**config.mk**
```make
export PLATFORM = sky130hd
export DESIGN_NAME = mips_multicycle_control
export DESIGN_NICKNAME = d
export VERILOG_FILES = /design/src/rtl/mips_pkg.sv /design/src/rtl/mips_mem_wait_timer.sv /design/src/rtl/mips_multicycle_control.sv
export SDC_FILE = /design/constraint.sdc
export NUM_CORES = 1
export LEC_CHECK = 0
export CAP_MARGIN = 20
export CORE_MARGIN = 2
export CORE_UTILIZATION = 32
export CTS_CLUSTER_SIZE = 12
export DETAILED_ROUTE_END_ITERATION = 10
export GPL_TIMING_DRIVEN = 0
export PLACE_DENSITY = 0.62
export SLEW_MARGIN = 20
export SYNTH_ARGS = -nofsm -noshare
export SYNTH_HDL_FRONTEND = slang
export SYNTH_SLANG_ARGS = --single-unit
```
**constraint.sdc**
```tcl
create_clock -name CLK -period 2.2 [get_ports CLK]
set_input_delay 0.44 -clock CLK [delete_from_list [all_inputs] [get_ports CLK]]
set_output_delay 0.44 -clock CLK [all_outputs]
set_load 0.02 [all_outputs]
```
**src/rtl/mips_pkg.sv**
```systemverilog
// Shared encodings for the multicycle MIPS control unit: FSM states,
// opcodes and datapath select codes.
package mips_pkg;

    typedef enum logic [3:0] {
        S_FETCH  = 4'd0,
        S_DECODE = 4'd1,
        S_MEMADR = 4'd2,
        S_MEMRD  = 4'd3,
        S_MEMWB  = 4'd4,
        S_MEMWR  = 4'd5,
        S_EXEC   = 4'd6,
        S_ALUWB  = 4'd7,
        S_BRANCH = 4'd8,
        S_JUMP   = 4'd9,
        S_ADDIEX = 4'd10,
        S_ADDIWB = 4'd11,
        S_FAULT  = 4'd15
    } state_t;

    localparam logic [5:0] OP_RTYPE = 6'b000000;
    localparam logic [5:0] OP_LW    = 6'b100011;
    localparam logic [5:0] OP_SW    = 6'b101011;
    localparam logic [5:0] OP_BEQ   = 6'b000100;
    localparam logic [5:0] OP_BNE   = 6'b000101;
    localparam logic [5:0] OP_J     = 6'b000010;
    localparam logic [5:0] OP_ADDI  = 6'b001000;

    localparam logic [1:0] SRCB_RT      = 2'b00;
    localparam logic [1:0] SRCB_FOUR    = 2'b01;
    localparam logic [1:0] SRCB_IMM     = 2'b10;
    localparam logic [1:0] SRCB_IMM_SH2 = 2'b11;

    localparam logic [1:0] ALUOP_ADD   = 2'b00;
    localparam logic [1:0] ALUOP_SUB   = 2'b01;
    localparam logic [1:0] ALUOP_FUNCT = 2'b10;

    localparam logic [1:0] PCSRC_ALU    = 2'b00;
    localparam logic [1:0] PCSRC_ALUOUT = 2'b01;
    localparam logic [1:0] PCSRC_JUMP   = 2'b10;

    // States that wait on the memory ready handshake
    function automatic logic is_mem_state(input state_t s);
        return (s == S_FETCH) || (s == S_MEMRD) || (s == S_MEMWR);
    endfunction

endpackage

```
**src/rtl/mips_mem_wait_timer.sv**
```systemverilog
// Counts consecutive not-ready cycles in a memory state and flags a
// timeout when the count has reached MAX_WAIT and memory is still not ready.
module mips_mem_wait_timer #(
    parameter int MAX_WAIT = 16
) (
    input  logic clk,
    input  logic rst_n,
    input  logic active,
    input  logic ready,
    output logic timeout
);
    localparam int W = (MAX_WAIT > 0) ? $clog2(MAX_WAIT + 1) : 1;

    logic [W-1:0] cnt;

    generate
        if (MAX_WAIT > 0) begin : g_timeout
            assign timeout = active && !ready && (cnt == W'(MAX_WAIT));
        end else begin : g_no_timeout
            assign timeout = 1'b0;
        end
    endgenerate

    // Advance while stalled; any completion, state change or timeout restarts it
    always_ff @(posedge clk or negedge rst_n) begin
        if (!rst_n)
            cnt <= '0;
        else if ((MAX_WAIT > 0) && active && !ready && !timeout)
            cnt <= cnt + W'(1);
        else
            cnt <= '0;
    end

endmodule

```
**src/rtl/mips_multicycle_control.sv**
```systemverilog
// Multicycle MIPS control FSM: sequences each instruction through 3-5
// states, stalls on memory ready, and locks into FAULT on memory timeout.
module mips_multicycle_control
    import mips_pkg::*;
#(
    parameter int CNT_W       = 32,
    parameter int MAX_WAIT    = 16,
    parameter int ENABLE_ADDI = 1,
    parameter int ENABLE_BNE  = 1
) (
    input  logic             CLK,
    input  logic             RESET,
    input  logic [5:0]       Opcode,
    input  logic             Zero,
    input  logic             MemReady,
    output logic             PCEn,
    output logic             IorD,
    output logic             MemRead,
    output logic             MemWrite,
    output logic             IRWrite,
    output logic             MemtoReg,
    output logic             RegDst,
    output logic             RegWrite,
    output logic             ALUSrcA,
    output logic [1:0]       ALUSrcB,
    output logic [1:0]       ALUOp,
    output logic [1:0]       PCSrc,
    output logic             IllegalOp,
    output logic             Fault,
    output logic [3:0]       State,
    output logic [CNT_W-1:0] InstrCount
);
    state_t           state, state_nxt;
    logic [5:0]       op_q;
    logic             fault_q;
    logic [CNT_W-1:0] cnt_q;
    logic             timeout;

    logic       pcen_d, iord_d, memread_d, memwrite_d, irwrite_d;
    logic       memtoreg_d, regdst_d, regwrite_d, srca_d, illegal_d;
    logic [1:0] srcb_d, aluop_d, pcsrc_d;

    mips_mem_wait_timer #(.MAX_WAIT(MAX_WAIT)) u_timer (
        .clk     (CLK),
        .rst_n   (RESET),
        .active  (is_mem_state(state)),
        .ready   (MemReady),
        .timeout (timeout)
    );

    // State register
    always_ff @(posedge CLK or negedge RESET) begin
        if (!RESET) state <= S_FETCH;
        else        state <= state_nxt;
    end

    // Opcode captured in DECODE so later states ignore IR changes
    always_ff @(posedge CLK or negedge RESET) begin
        if (!RESET)                  op_q <= '0;
        else if (state == S_DECODE)  op_q <= Opcode;
    end

    // Sticky timeout flag, cleared only by reset
    always_ff @(posedge CLK or negedge RESET) begin
        if (!RESET)       fault_q <= 1'b0;
        else if (timeout) fault_q <= 1'b1;
    end

    // Retired-fetch counter, bumps on each completed instruction fetch
    always_ff @(posedge CLK or negedge RESET) begin
        if (!RESET)                           cnt_q <= '0;
        else if (state == S_FETCH && MemReady) cnt_q <= cnt_q + CNT_W'(1);
    end

    // Next-state and datapath control decode
    always_comb begin
        state_nxt  = state;
        pcen_d     = 1'b0;
        iord_d     = 1'b0;
        memread_d  = 1'b0;
        memwrite_d = 1'b0;
        irwrite_d  = 1'b0;
        memtoreg_d = 1'b0;
        regdst_d   = 1'b0;
        regwrite_d = 1'b0;
        srca_d     = 1'b0;
        illegal_d  = 1'b0;
        srcb_d     = SRCB_RT;
        aluop_d    = ALUOP_ADD;
        pcsrc_d    = PCSRC_ALU;
        case (state)
            S_FETCH: begin
                memread_d = 1'b1;
                srcb_d    = SRCB_FOUR;
                irwrite_d = MemReady;
                pcen_d    = MemReady;
                if (timeout)       state_nxt = S_FAULT;
                else if (MemReady) state_nxt = S_DECODE;
            end
            S_DECODE: begin
                srcb_d = SRCB_IMM_SH2;
                if (Opcode == OP_LW || Opcode == OP_SW)
                    state_nxt = S_MEMADR;
                else if (Opcode == OP_RTYPE)
                    state_nxt = S_EXEC;
                else if (Opcode == OP_BEQ || (ENABLE_BNE != 0 && Opcode == OP_BNE))
                    state_nxt = S_BRANCH;
                else if (Opcode == OP_J)
                    state_nxt = S_JUMP;
                else if (ENABLE_ADDI != 0 && Opcode == OP_ADDI)
                    state_nxt = S_ADDIEX;
                else begin
                    illegal_d = 1'b1;
                    state_nxt = S_FETCH;
                end
            end
            S_MEMADR: begin
                srca_d    = 1'b1;
                srcb_d    = SRCB_IMM;
                state_nxt = (op_q == OP_SW) ? S_MEMWR : S_MEMRD;
            end
            S_MEMRD: begin
                memread_d = 1'b1;
                iord_d    = 1'b1;
                if (timeout)       state_nxt = S_FAULT;
                else if (MemReady) state_nxt = S_MEMWB;
            end
            S_MEMWB: begin
                regwrite_d = 1'b1;
                memtoreg_d = 1'b1;
                state_nxt  = S_FETCH;
            end
            S_MEMWR: begin
                memwrite_d = 1'b1;
                iord_d     = 1'b1;
                if (timeout)       state_nxt = S_FAULT;
                else if (MemReady) state_nxt = S_FETCH;
            end
            S_EXEC: begin
                srca_d    = 1'b1;
                aluop_d   = ALUOP_FUNCT;
                state_nxt = S_ALUWB;
            end
            S_ALUWB: begin
                regwrite_d = 1'b1;
                regdst_d   = 1'b1;
                state_nxt  = S_FETCH;
            end
            S_BRANCH: begin
                srca_d    = 1'b1;
                aluop_d   = ALUOP_SUB;
                pcsrc_d   = PCSRC_ALUOUT;
                pcen_d    = (op_q == OP_BNE) ? ~Zero : Zero;
                state_nxt = S_FETCH;
            end
            S_JUMP: begin
                pcsrc_d   = PCSRC_JUMP;
                pcen_d    = 1'b1;
                state_nxt = S_FETCH;
            end
            S_ADDIEX: begin
                srca_d    = 1'b1;
                srcb_d    = SRCB_IMM;
                state_nxt = S_ADDIWB;
            end
            S_ADDIWB: begin
                regwrite_d = 1'b1;
                state_nxt  = S_FETCH;
            end
            S_FAULT:  state_nxt = S_FAULT;
            default:  state_nxt = S_FETCH;
        endcase
    end

    // Reset forces every strobe low immediately, even mid-instruction
    assign PCEn       = RESET & pcen_d;
    assign IorD       = RESET & iord_d;
    assign MemRead    = RESET & memread_d;
    assign MemWrite   = RESET & memwrite_d;
    assign IRWrite    = RESET & irwrite_d;
    assign MemtoReg   = RESET & memtoreg_d;
    assign RegDst     = RESET & regdst_d;
    assign RegWrite   = RESET & regwrite_d;
    assign ALUSrcA    = RESET & srca_d;
    assign ALUSrcB    = {2{RESET}} & srcb_d;
    assign ALUOp      = {2{RESET}} & aluop_d;
    assign PCSrc      = {2{RESET}} & pcsrc_d;
    assign IllegalOp  = RESET & illegal_d;
    assign Fault      = fault_q;
    assign State      = state;
    assign InstrCount = cnt_q;

endmodule
```
==> results of run 1 <==
worst paths after layout:
| path | startpoint | to |
|---|---|---|
| worst max register to register | State[3] | InstrCount[22] |
| max in group asynchronous | RESET | State[3] |
| worst min-delay path | RESET | InstrCount[25] |
| min in group CLK | Fault | Fault |
| worst min register to register | Fault | Fault |
| worst max-delay path | op_q[1] | PCEn |
layout by cell type, fill, tap and decap left out, drive strengths merged, types with 2 or more instances in the layout:
cell type,Yosys,routed
and3,4,4
o211a,2,2
o21ai,6,6
o221ai,2,2
xnor2,14,14
nand4,13,13
nor4b,3,3
dlymetal6s2s,0,2
nor4,8,8
clkdlybuf4s15,0,2
inv,11,11
nor3,16,16
nor2,29,29
and4,4,4
and2,3,3
clkdlybuf4s50,0,39
o211ai,2,2
nand2,15,15
nand2b,8,8
a21boi,3,3
clkbuf,10,17
a21oi,6,6
buf,6,21
ha,3,3
dlygate4sd2,0,9
or2,2,2
dfrtp,48,48
nand3,10,10
mux2,7,7
o31ai,2,2
nand3b,3,3
xor2,22,22
what timing repair did:
item / in CTS / in global routing
endpoints found under the hold margin: 0 / 0
gates resized for setup: 56 / 27
setup buffers: 8 / 1
hold buffers: 0 / 0
pin swaps: 0 / 2
endpoints found under the setup margin: 22 / 9
layer usage:
| metal | global-route usage (%) | vias up | wire length (µm) |
|---|---|---|---|
| met3 | 2.87 | 6 | 288 |
| met4 | 3.05 | 0 | 62 |
| met2 | 24.9 | 58 | 3040 |
| met5 | 0 | - | 0 |
| met1 | 21.9 | 1127 | 3280 |
| li1 | - | 1155 | - |
flip-flops by register name, summed over array words and instances (netlist names):
register	count
op_q	6
Fault	1
State	4
InstrCount	32
u_timer.cnt	5
per-stage QoR:
stage	setup slack [ps]	instance area [µm²]	setup TNS (ps)	instances
2_1_floorplan	51.9	2750	0	282
3_3_place_gp	-2260	3500	-85270	449
3_5_place_dp	-716	3500	-12270	449
4_1_cts	-141	3710	-258	462
5_1_grt	-269	3730	-269	463
6_report	-176	3730	-176	463
cell usage after synthesis, drive strengths merged, types with 2 or more instances:
master,n
a21boi,3
a21oi,6
and2,3
and3,4
and4,4
buf,6
clkbuf,10
dfrtp,48
ha,3
inv,11
mux2,7
nand2,15
nand2b,8
nand3,10
nand3b,3
nand4,13
nor2,29
nor3,16
nor4,8
nor4b,3
o211a,2
o211ai,2
o21ai,6
o221ai,2
o31ai,2
or2,2
xnor2,14
xor2,22
where the power goes:
group / internal (mW) / switching, mW / leakage (nW)
clock: 0.372 / 0.302 / 0.0614
sequential: 1.03 / 0.149 / 0.619
combinational: 0.717 / 0.827 / 1.00
final cells by class:
class                   instances  area, µm²
fillers                       843       4530
multi-input cells             207       1490
flip-flops and latches         48       1200
repair buffers                 71        646
well taps                     105        131
plain buffers                  13       91.3
clock buffers                   6       82.6
inverters                      11       41.3
clock inverters                 2       38.8
cells by family after synthesis:
group	after synthesis
muxes	8
DFF	48
xor gates and xnor gates	36
adders and majority gates	3
buffers and inverters	27
AOI/OAI and AO/OA	31
and+or+nand+nor	129
==> flow_summary.ini, run 1 <==
[sta]
rsz0062_at_grt = yes
fin_ws_ps = -176
hold_viol_final = 0
finalSetupViolCount = 1
drv_slew = 0
min_period_over_period_pct = 108
slew_headroom_pct = 66.3
period_minus_slack_ps = 2380
fmax_mhz = 421
whs_ps = 75.9
fin_skew_ps = 7.74
worst_slew_pin_slew_ps = 501

[yosys]
synth_xor_area_share_pct = 11.5
yosysTopAreaCell = dfrtp_1
syn_area_um2 = 2740
postSynthAreaPerCell_um2 = 9.72
synth_mux_area_share_pct = 3.24
ys.flop_type = dfrtp_1
synth-compound-area-share_pct = 7.80
syn_inst = 282
synth-simple-area-share_pct = 28.1
yosys.area.top_type_share_pct = 43.8
yosysWarningCount = 0
synth_seq_cells = 48
synth_fp_nets = 295
synthArstFlopShare_pct = 100
synthAdderAreaFrac_pct = 1.37
synth_edf_count = 0
ys_seq_area_share_pct = 43.8
synth_top_family_by_area = simple AND/OR/NAND/NOR gates
synth.area.top_cells = dfrtp_1 44%, xor2_1 7.0%, xnor2_1 4.5%
ys_types = 56

[worst_setup_path]
cp.depth = 5
cp-end-kind = primary output
r2r_cells = 7
path_max_fanout = 2
cp_slowest_cell = or4b_4
crit_chain = or4b_4 > o21a_1 > o31ai_2 > a211oi_2 > buf_2
required_ps = 1760
cp_data_arrival_time_ps = 1940
worstSetupStartpointType = register
critPathTopFamily = simple AND/OR/NAND/NOR gates
slowest_delay_ps = 550
ff2ff_setup_slack_ps = 150
worst-setup-path-type = reg2out
crit_buf_inv = 1

[drt]
dr_total_vias = 2346
drc = 0
viasPerCell = 5.07
drt_iter0_drc = 67
wirelength_mm = 6.68
dr.pass1.iters = 4
ant_nets = 0
post_drt_wl_per_cell_um = 14.4

[floorplan]
die_area_um2 = 9320
ios = 63
std_cell_rows = 33
initial_core_util_pct = 33.2
chipWidth_um = 96.6
core_um2 = 8260
die_h_um = 96.6

[global_routing]
antenna_found_initial = 0
first_global_vias = 2353
grt_overflow_total = 0
grt_usage_pct = 15.5
grt_max_degree = 57
grt_pass1_wl_mm = 11.5

[placement]
globalplace.congestion = 0.891
post-dp-hpwl_mm = 4.71
io_buffer_count = 62

[clocking]
cts_max_level = 2
path_clk_slew_ps = 90
max-clock-path-buffers = 2
tritoncts = done
clock-sinks = 48
root_buffer = clkbuf_8
clk_latency_ps = 300
cts_inserted_buffers = 5

[power_and_ir_drop]
finalPower_mw = 3.40
peakVddDrop_mv = 0.367
power_density_nw_per_um2 = 913
leakage_nw = 1.69

[flow_run]
drv_cap = 0

[layout]
area_growth_pct = 35.9
final_core_util_pct = 45.1
final_layout_size_suffix_gt1_share_pct = 20.4
diodes = 0
nNetsFinal = 370

[status]
outcome = finished with violations
violations = setup timing

[min_path]
hold_path_class = in2async
Note: power is estimated with default switching activity, not from simulation.
==> run 2: changes to the inputs <==
CORE_UTILIZATION = 45   (was 32)
PLACE_DENSITY = 0.83   (was 0.62)
clock period = 2.1 ns   (was 2.2 ns; I/O delays follow)
==> run 2 against run 1 <==
The flow still finishes with violations (setup timing). Cell count down 6.0%. Clock power shrank 12%. Register-to-register slack got worse by 70 ps. Sequential share of layout area fell by 0.24 points. Non-clock buffer count grew 2. Critical path type unchanged. Highest routed layer unchanged.
==> flow_summary.ini, run 2 (synthesis results as in run 1) <==
[power_and_ir_drop]
power_density_nw_per_um2 = 946
finalPower_mw = 3.55
leakage_nw = 1.68
peakVddDrop_mv = 0.610

[drt]
ant_nets = 0
drt_iter0_drc = 166
post_drt_wl_per_cell_um = 15.9
dr_total_vias = 2446
viasPerCell = 5.62
dr.pass1.iters = 4
wirelength_mm = 6.90
drc = 0

[sta]
slew_headroom_pct = 59.3
hold_viol_final = 0
rsz0062_at_grt = yes
fin_skew_ps = 12.6
drv_slew = 0
fmax_mhz = 429
fin_ws_ps = -230
finalSetupViolCount = 1
period_minus_slack_ps = 2330
min_period_over_period_pct = 111
worst_slew_pin_slew_ps = 605

[worst_setup_path]
crit_buf_inv = 1
cp_slowest_cell = or4b_4
path_max_fanout = 3
worstSetupStartpointType = register
timing.rr.start = State[3]
worst-setup-path-type = reg2out
ff2ff_setup_slack_ps = 80
cp-end-kind = primary output
required_ps = 1680
cp_data_arrival_time_ps = 1910
r2r_cells = 7
r2r-end = InstrCount[22]
crit_chain = or4b_4 > o21a_1 > o31ai_2 > a211oi_2 > buf_4
critPathTopFamily = simple AND/OR/NAND/NOR gates
slowest_delay_ps = 530

[layout]
final_core_util_pct = 63.3
area_growth_pct = 36.8
largest_reg_flops = 32
layout_commonest_cell = dfrtp_1
final_layout_size_suffix_gt1_share_pct = 24.4
mostFrequentLayoutCells = 46 x dfrtp_1, 39 x clkdlybuf4s50_1, 27 x nor2_1
nNetsFinal = 372
diodes = 0

[placement]
globalplace.congestion = 0.914
post-dp-hpwl_mm = 4.67
io_buffer_count = 62

[flow_run]
drv_cap = 0

[clocking]
max-clock-path-buffers = 2
clk_latency_ps = 310
clock-sinks = 48
tritoncts = done
root_buffer = clkbuf_8
cts_max_level = 2
path_clk_slew_ps = 90
cts_inserted_buffers = 5

[global_routing]
gr-usage-met1_pct = 28.5
grt_pass1_wl_mm = 11.1
grt.busiest_layer = met2
grt_usage_pct = 21.2
antenna_found_initial = 0
grt_max_degree = 57
grt_use_met2_pct = 35.0
grt_overflow_total = 0
first_global_vias = 2338
met3_usage_pct = 3.74

[status]
violations = setup timing
outcome = finished with violations

[min_path]
hold_path_class = in2async

[floorplan]
die_h_um = 82.1
core_um2 = 5920
initial_core_util_pct = 46.3
std_cell_rows = 28
ios = 63
die_area_um2 = 6730
chipWidth_um = 82.1
## run 2: cell type report
class	count	area, µm²
fill	463	2170
inverter	11	41.3
sequential	48	1200
timing repair buffer	73	661
multi-input combinational	207	1550
tap	75	93.8
clock buffer	6	82.6
buffer	13	106
clock inverter	2	13.8
## run 2: repair_timing
action                                  CTS  global route
hold endpoints to repair                  0             0
endpoints found under the setup margin   24            19
hold buffers                              0             0
pin swaps                                 1             0
resized for setup                        82            34
buffers inserted                         10             1
## run 2: through the flow
| stage | instance area, µm² | worst slack (ps) | TNS, ps | hold slack [ps] | cells |
|---|---|---|---|---|---|
| after floorplan | 2750 | -8.15 | -8.15 | 124 | 282 |
| after global placement | 3470 | -2200 | -83290 | 449 | 419 |
| after detailed placement | 3460 | -750 | -13420 | 453 | 419 |
| after CTS | 3690 | -219 | -231 | 59.6 | 435 |
| after global routing | 3750 | -296 | -401 | 72.5 | 435 |
| final | 3750 | -230 | -230 | 40.9 | 435 |
## run 2: per-layer routing
metal  part of all wire [%]  vias up
li1                       -     1153
met1                     44     1192
met2                     49       86
met3                    5.4       15
met4                    1.7        0
met5                      0        -
## run 2: how the worst max path moves through the flow
stage                         start        end  slack (ps)  cells after the start
after global placement        RESET   ALUOp[1]       -2200                      4
after global routing        op_q[1]       PCEn        -300                      5
after CTS                   op_q[1]       PCEn        -220                      5
after detailed placement  Opcode[3]  IllegalOp        -750                      6
final                       op_q[3]       PCEn        -230                      5
after floorplan             op_q[1]       PCEn          -8                      4
## run 2: where the power goes
group | internal, mW | total (mW) | switching (mW) | leakage, nW
combinational | 0.815 | 1.72 | 0.907 | 1.00
sequential | 1.08 | 1.23 | 0.147 | 0.621
clock | 0.270 | 0.595 | 0.325 | 0.0516
==> run 3: changes to the inputs <==
PLACE_DENSITY = 0.76   (was 0.83)
==> run 3 against run 2 <==
The flow still finishes with violations (setup timing). Maximum frequency up 0.32%. Cell area down 0.47%. Combinational power about the same. First-iteration DRC count down 18%. Sequential cell count unchanged. Clock power down 1%. Register-to-register slack better by 50 ps. Via count down 3.8%. Cell count up 0.23%. Sequential share of layout area up 0.22 points. Global-route usage down 0.93 points. Worst hold slack better by 15 ps. Critical path type unchanged. Highest routed layer unchanged.
==> flow_summary.ini, run 3 (synthesis results as in run 1) <==
[sta]
fin_ws_ps = -223
rsz0062_at_grt = yes
min_period_over_period_pct = 111
whs_ps = 55.5
setup_tns_ps = -223
drv_slew = 0
hold_viol_final = 0
fmax_mhz = 431
period_minus_slack_ps = 2320
worst_slew_pin_slew_ps = 480
fin_skew_ps = 5.88
slew_headroom_pct = 68.0
finalSetupViolCount = 1

[floorplan]
ios = 63
chipWidth_um = 82.1
initial_core_util_pct = 46.3
die_h_um = 82.1
core_um2 = 5920
die_area_um2 = 6730
std_cell_rows = 28

[drt]
dr_total_vias = 2353
viasPerCell = 5.40
ant_nets = 0
drt_iter0_drc = 136
drc = 0
dr.pass1.iters = 4
post_drt_wl_per_cell_um = 14.7
wirelength_mm = 6.40

[layout]
final_core_util_pct = 63.0
nNetsFinal = 373
largest_reg_flops = 32
multi_input_area_um2 = 1490
mostFrequentLayoutCells = 44 x dfrtp_1, 39 x clkdlybuf4s50_1, 28 x nor2_1
seqCellArea_um2 = 1210
filler_cell_count = 506
area_growth_pct = 36.1
final_layout_size_suffix_gt1_share_pct = 22.7
layout_commonest_cell = dfrtp_1
finalNonFillerCells = 436
diodes = 0
design_area_um2 = 3730

[placement]
dp_cells = 419
place_ws_ps = -723
place_area_um2 = 3460
globalplace.congestion = 0.902
post-dp-hpwl_mm = 4.43
io_buffer_count = 62

[global_routing]
met3_usage_pct = 4.51
grt_use_met2_pct = 31.5
gr-usage-met1_pct = 28.4
grt_max_degree = 57
grt_usage_pct = 20.3
grt_pass1_wl_mm = 10.7
antenna_found_initial = 0
grt_overflow_total = 0
first_global_vias = 2236
grt.busiest_layer = met2

[worst_setup_path]
timing.rr.start = State[3]
path_max_fanout = 2
worstSetupStartpointType = register
r2r_cells = 6
required_ps = 1680
r2r-end = InstrCount[22]
ff2ff_setup_slack_ps = 130
slowest_delay_ps = 540
cp_data_arrival_time_ps = 1900
cp_slowest_cell = or4b_4
cp-end-kind = primary output
crit_chain = or4b_4 > o21a_1 > o31ai_2 > a211oi_2 > buf_4
worst-setup-path-type = reg2out

[power_and_ir_drop]
power_density_nw_per_um2 = 959
peakVddDrop_mv = 0.640
finalPower_mw = 3.58
leakage_nw = 1.67

[status]
outcome = finished with violations
violations = setup timing

[min_path]
hold_path_class = in2async

[clocking]
cts_max_level = 2
max-clock-path-buffers = 2
path_clk_slew_ps = 90
root_buffer = clkbuf_8
cts_inserted_buffers = 5
clock-sinks = 48
clk_latency_ps = 300
tritoncts = done

[flow_run]
drv_cap = 0
-- run 3: changes by cell type in the layout (fill, tap and decap cells not counted), sizes merged --
cell / before / now
clkdlybuf4s15: 7 / 5
buf: 28 / 27
dlygate4sd2: 4 / 7
clkbuf: 14 / 15
-- run 3: worst max-delay path by stage --
stage | start | end | slack (ps) | depth (start not counted)
2_1_floorplan | op_q[1] | PCEn | -8 | 4
3_3_place_gp | RESET | ALUOp[1] | -2260 | 4
3_5_place_dp | Opcode[0] | IllegalOp | -720 | 6
4_1_cts | op_q[1] | PCEn | -280 | 5
5_1_grt | op_q[1] | PCEn | -280 | 5
6_report | op_q[1] | PCEn | -220 | 5
-- run 3: cell type report --
type / instances / share of cell area [%]
inverter: 11 / 1.11
buffer: 13 / 2.98
clock buffer: 6 / 2.21
tap: 75 / 2.51
timing repair buffer: 74 / 18.5
sequential: 48 / 32.3
multi-input combinational: 207 / 40.0
clock inverter: 2 / 0.369
-- run 3: per-layer routing --
metal  up-vias  part of all wire (%)  wire, µm
met4         0                   1.9       122
met2        61                    46      2940
met1      1122                    47      3030
li1       1160                     -         -
met5         -                     0         0
met3        10                   4.7       303
-- run 3: where the power goes --
part	switching [mW]	internal (mW)	total (mW)
clock network	0.318	0.270	0.588
logic	0.886	0.864	1.75
registers	0.157	1.09	1.24
total	1.36	2.22	3.58
-- run 3: timing repair --
item / 4_1_cts / 5_1_grt
pin swaps: 2 / 4
gates resized for setup: 86 / 17
cloned: 0 / 1
endpoints found under the hold margin: 0 / 0
setup buffers: 9 / 2
endpoints found under the setup margin: 22 / 18
hold buffers: 0 / 0
-- run 3: worst max-delay path: cells and delay by family, from the launching register on --
kind,cells,cell delay (ps)
flip-flops,1,390
AND/OR/NAND/NOR,1,540
buffers and inverters,1,170
AO/OA/AOI/OAI,3,500
